`config.mk`:
```
export PLATFORM = sky130hd
export DESIGN_NAME = gcd_stream
export DESIGN_NICKNAME = d
export VERILOG_FILES = /design/src/rtl/gcd_stream_pkg.sv /design/src/rtl/gcd_step.sv /design/src/rtl/gcd_stream.sv
export SDC_FILE = /design/constraint.sdc
export NUM_CORES = 1
export LEC_CHECK = 0
export ABC_AREA = 1
export CELL_PAD_IN_SITES_DETAIL_PLACEMENT = 1
export CELL_PAD_IN_SITES_GLOBAL_PLACEMENT = 2
export CORE_ASPECT_RATIO = 0.7
export CORE_MARGIN = 1
export CORE_UTILIZATION = 31
export CTS_CLUSTER_SIZE = 12
export DETAILED_ROUTE_END_ITERATION = 10
export PLACE_DENSITY_LB_ADDON = 0.1
export SLEW_MARGIN = 20
export SYNTH_ARGS = -nofsm -noshare
export SYNTH_HDL_FRONTEND = slang
export SYNTH_SLANG_ARGS = --single-unit
```
`constraint.sdc`:
```
create_clock -name clk -period 2.3 [get_ports clk]
set_input_delay 0.575 -clock clk [delete_from_list [all_inputs] [get_ports clk]]
set_output_delay 0.575 -clock clk [all_outputs]
set_load 0.05 [all_outputs]
```
`src/rtl/gcd_stream_pkg.sv`:
```
// Shared definitions for the streaming GCD engine: FSM states and algorithm selects.
package gcd_stream_pkg;

   typedef enum logic [1:0] {
      IDLE = 2'd0,
      CALC = 2'd1,
      DONE = 2'd2
   } state_t;

   localparam logic MODE_EUCLID = 1'b0;
   localparam logic MODE_STEIN  = 1'b1;

endpackage

```
`src/rtl/gcd_step.sv`:
```
// One GCD iteration: decides termination and result, otherwise produces the next (A, B, k).
module gcd_step
   import gcd_stream_pkg::*;
#(
   parameter int WIDTH = 7,
   parameter int K_W   = 3
)
(
   input  logic [WIDTH-1:0] a,
   input  logic [WIDTH-1:0] b,
   input  logic [K_W-1:0]   k,
   input  logic             mode,
   output logic [WIDTH-1:0] a_next,
   output logic [WIDTH-1:0] b_next,
   output logic [K_W-1:0]   k_next,
   output logic             finish,
   output logic [WIDTH-1:0] result,
   output logic             zero
);

   // Termination checks take priority over any reduction step; the common
   // power-of-two factor removed by Stein is restored through k.
   always_comb begin
      a_next = a;
      b_next = b;
      k_next = k;
      finish = 1'b0;
      result = '0;
      zero   = 1'b0;
      if (a == '0 || b == '0) begin
         finish = 1'b1;
         result = (a | b) << k;
         zero   = (a == '0) && (b == '0);
      end else if (a == b) begin
         finish = 1'b1;
         result = a << k;
      end else if (mode == MODE_EUCLID) begin
         if (a > b) a_next = a - b;
         else       b_next = b - a;
      end else begin
         if (!a[0] && !b[0]) begin
            a_next = a >> 1;
            b_next = b >> 1;
            k_next = k + K_W'(1);
         end else if (!a[0]) begin
            a_next = a >> 1;
         end else if (!b[0]) begin
            b_next = b >> 1;
         end else if (a > b) begin
            a_next = a - b;
         end else begin
            b_next = b - a;
         end
      end
   end

endmodule

```
`src/rtl/gcd_stream.sv`:
```
// Iterative GCD engine with valid/ready on both sides, selectable Euclid or Stein per request.
module gcd_stream
   import gcd_stream_pkg::*;
#(
   parameter int WIDTH = 7,
   parameter int CNT_W = 8
)
(
   input  logic             clk,
   input  logic             rst,
   input  logic             in_valid,
   output logic             in_ready,
   input  logic [WIDTH-1:0] a_in,
   input  logic [WIDTH-1:0] b_in,
   input  logic             mode_in,
   output logic             out_valid,
   input  logic             out_ready,
   output logic [WIDTH-1:0] gcd_out,
   output logic [CNT_W-1:0] cycles_out,
   output logic             zero_flag
);

   localparam int K_W = $clog2(WIDTH + 1);

   state_t           state;
   state_t           next_state;
   logic [WIDTH-1:0] a_reg;
   logic [WIDTH-1:0] b_reg;
   logic [K_W-1:0]   k;
   logic             mode;
   logic [CNT_W-1:0] cnt;
   logic [CNT_W-1:0] cnt_inc;

   logic [WIDTH-1:0] a_next;
   logic [WIDTH-1:0] b_next;
   logic [K_W-1:0]   k_next;
   logic             finish;
   logic [WIDTH-1:0] result;
   logic             zero;

   gcd_step #(
      .WIDTH (WIDTH),
      .K_W   (K_W)
   ) u_step (
      .a      (a_reg),
      .b      (b_reg),
      .k      (k),
      .mode   (mode),
      .a_next (a_next),
      .b_next (b_next),
      .k_next (k_next),
      .finish (finish),
      .result (result),
      .zero   (zero)
   );

   // Iteration counter sticks at all-ones rather than wrapping.
   assign cnt_inc = (cnt == '1) ? cnt : cnt + CNT_W'(1);

   always_comb begin
      next_state = state;
      in_ready   = 1'b0;
      out_valid  = 1'b0;
      unique case (state)
         IDLE: begin
            in_ready = 1'b1;
            if (in_valid) next_state = CALC;
         end
         CALC: begin
            if (finish) next_state = DONE;
         end
         DONE: begin
            out_valid = 1'b1;
            if (out_ready) next_state = IDLE;
         end
         default: next_state = IDLE;
      endcase
   end

   // Result registers load only when CALC terminates, so they hold through DONE and IDLE.
   always_ff @(posedge clk) begin
      if (rst) begin
         state      <= IDLE;
         a_reg      <= '0;
         b_reg      <= '0;
         k          <= '0;
         mode       <= MODE_EUCLID;
         cnt        <= '0;
         gcd_out    <= '0;
         cycles_out <= '0;
         zero_flag  <= 1'b0;
      end else begin
         state <= next_state;
         unique case (state)
            IDLE: begin
               if (in_valid) begin
                  a_reg <= a_in;
                  b_reg <= b_in;
                  mode  <= mode_in;
                  k     <= '0;
                  cnt   <= '0;
               end
            end
            CALC: begin
               cnt   <= cnt_inc;
               a_reg <= a_next;
               b_reg <= b_next;
               k     <= k_next;
               if (finish) begin
                  gcd_out    <= result;
                  cycles_out <= cnt_inc;
                  zero_flag  <= zero;
               end
            end
            default: begin
            end
         endcase
      end
   end

endmodule

```
==> results.cfg <==
[synthesis]
syn-cell-area_mm2 = 0.003465
yosys_warnings = 0
synthCells = 562
yosysUniqueCellTypes = 43
seq_area_frac_synth_pct = 25.42
ys_ff_latch = 44
syn-num-nets = 606
avgSynthCellArea_um2 = 6.165

[cells_and_area]
synthToLayoutAreaGrowth_pct = 33.55
antennaDiodeCount = 0
reg_top3 = cnt x8, cycles_out x8
nNetsFinal = 689
fin_util_pct = 43.70
drive_above_1_share_pct = 15.79

[placement]
portBuffers = 36
hpwl_um = 11370
gp_congestion = 0.9282

[cts]
cts_sinks = 44
htree_levels = 2
clockBufferDepth = 2
clkSlewWorstSetupHoldPaths_ns = 0.07
clk_latency_ns = 0.29
cts_buffers = 5
cts_hold_buffers = 0
cts_tree = done
cts-root-buf = clkbuf_16

[die]
rows = 31
io_pins = 37
die-area_mm2 = 0.01161
die_y_um = 90.45
die_w_um = 128.4
initial_core_util_pct = 32.72
core-area_mm2 = 0.01059

[outcome]
status = completed

[sta]
slew_violations = 0
setup_viol = 0
worst_pin_slew_ns = 0.5240
period_minus_slack_ns = 2.208
relSlewSlack_pct = 64.96
skew_ns = 0.006202
max_clock_freq_mhz = 452.8
hold_viol = 0
holdWs_ns = 0.4657
rsz0062_at_grt = no
min_period_over_period_pct = 96.02

[route]
vias_per_cell = 5.063
dr.first_iter.drc_count = 220
ant_nets = 0
route.vias.total = 4020
wire_per_inst_um = 17.34
drt_wl_total_um = 13770
drc = 0
first_pass_iters = 4

[worst_setup_path]
r2r-start = b_reg[4]
crit_path_top_delay_cell = clkdlybuf4s50_1
r2r-end = a_reg[6]
crit_chain = nor2_1, clkdlybuf4s50_1
cp_top_family = buffers and inverters
cp.arrival_ns = 1.63
cp_data_required_time_ns = 1.73
crit_type = reg -> out
reg2reg_slack_ns = 0.12
slowest_delay_ns = 0.83
worstSetupEndpointType = primary output
rr_worst_depth = 15
cp_num_buf_inv = 1
start_kind = flip-flop
crit_fanout = 5

[worst_hold_path]
holdPathStages = 2
min_from = gcd_out[1]
min_to = gcd_out[1]
min_path_type = reg -> reg

[global_routing]
grt_pass1_wl_um = 21980
grt_max_degree = 23
overflow = 0
gr-usage-all-layers_pct = 24.80
grt_pass1_vias = 3984
antenna_found_initial = 0

[flow_run]
drv_cap = 0
-- worst max path at each step --
stage          startpoint  endpoint  slack, ns  cells after the start
3_5_place_dp     a_reg[0]  a_reg[4]      -0.02                     13
5_1_grt          b_reg[6]  a_reg[5]       0.01                     14
4_1_cts          b_reg[4]  a_reg[4]       0.02                     13
3_3_place_gp     b_reg[4]  a_reg[6]       0.08                     15
2_1_floorplan    a_reg[1]  a_reg[2]       0.23                     15
6_report         state[0]  in_ready       0.09                      2
-- routing by layer --
| layer | part of all wire (%) | routed length (µm) | up-vias | track usage (%) |
|---|---|---|---|---|
| li1 | - | - | 2001 | - |
| met1 | 56 | 7668 | 1904 | 39.35 |
| met2 | 38 | 5229 | 108 | 33.24 |
| met3 | 5.7 | 783 | 7 | 5.332 |
| met4 | 0.64 | 88 | 0 | 4.510 |
| met5 | 0 | 0 | - | 0 |
-- cells in the final DEF, fill, tap and decap left out, types with 3 or more instances in the layout --
cell             instances
xor2_1                   3
nor2_4                   4
nor3_1                   4
buf_4                   57
o21ai_1                  9
o211ai_1                 3
o21ai_0                 43
a22oi_1                  3
a21oi_1                 42
nand3_1                 32
a31oi_1                  4
and2_1                   3
nand2_1                149
clkdlybuf4s50_1         36
nand2_2                  5
clkbuf_16                5
inv_2                    7
ha_4                     4
ha_1                    18
inv_1                   50
xnor2_1                  3
nand4_1                  5
nor2_2                   6
dfxtp_1                 43
nor2_1                  76
-- per-stage QoR --
| stage | instance area (µm²) | setup slack, ns | std cells | TNS, ns |
|---|---|---|---|---|
| after floorplan | 3465 | 0.2330 | 562 | 0 |
| after global placement | 4377 | 0.08008 | 786 | 0 |
| after detailed placement | 4377 | -0.01780 | 786 | -0.01780 |
| after CTS | 4542 | 0.01559 | 794 | 0 |
| after global routing | 4627 | 0.01133 | 794 | 0 |
| final | 4627 | 0.09157 | 794 | 0 |
-- layout make-up --
class	count	area, µm²
Clock buffer	6	128.9
Clock inverter	2	35.03
Fill cell	1392	5962
Inverter	57	214.0
Multi-Input combinational cell	443	2371
Sequential cell	44	884.6
Tap cell	148	185.2
Timing Repair Buffer	94	808.3
-- worst min-delay path, stage by stage (launching register included) --
cell and delay (ns):
dfxtp_1 0.31, nand2_1 0.06, a21oi_1 0.06
-- Yosys cell counts (all sizes together) --
library cell | instances | area share, %
o21a | 1 | 0.22
a21boi | 1 | 0.22
dfxtp | 44 | 25
clkbuf | 11 | 1.2
nand3b | 2 | 0.43
xor2 | 3 | 0.76
o21bai | 2 | 0.43
ha | 23 | 8.3
o21ai | 53 | 7.8
a31oi | 4 | 0.72
xnor2 | 3 | 0.76
a21o | 1 | 0.22
inv | 57 | 6.2
o211a | 1 | 0.29
buf | 7 | 1.2
nand3 | 34 | 5.1
or2 | 2 | 0.36
fa | 2 | 1.2
a211oi | 2 | 0.43
nor2 | 86 | 10
mux2 | 1 | 0.33
nor3 | 4 | 0.58
nand2 | 155 | 17
a32oi | 1 | 0.25
a22o | 2 | 0.51
and2 | 3 | 0.54
a22oi | 3 | 0.65
nand4 | 5 | 0.90
o211ai | 4 | 1.0
o22ai | 2 | 0.36
a21oi | 43 | 6.3
-- cell families (layout without fill, tap and decap cells) --
logic type | after synthesis | count (layout) | synth area share [%]
DFF | 44 | 44 | 25.42
AOI/OAI and AO/OA | 120 | 120 | 19.39
and+or+nand+nor | 291 | 291 | 35.36
buffers and inverters | 75 | 159 | 8.523
adders and majority gates | 25 | 25 | 9.462
xor gates and xnor gates | 6 | 6 | 1.517
muxes | 1 | 1 | 0.3250
-- timing repair --
item | CTS | global route
buffers inserted | 0 | 0
endpoints found under the setup margin | 2 | 32
endpoints found under the hold margin | 0 | 0
gates resized for setup | 1 | 17
Power is not shown: default switching activity piles up to over one toggle a cycle in this logic, so the estimate is an artifact.
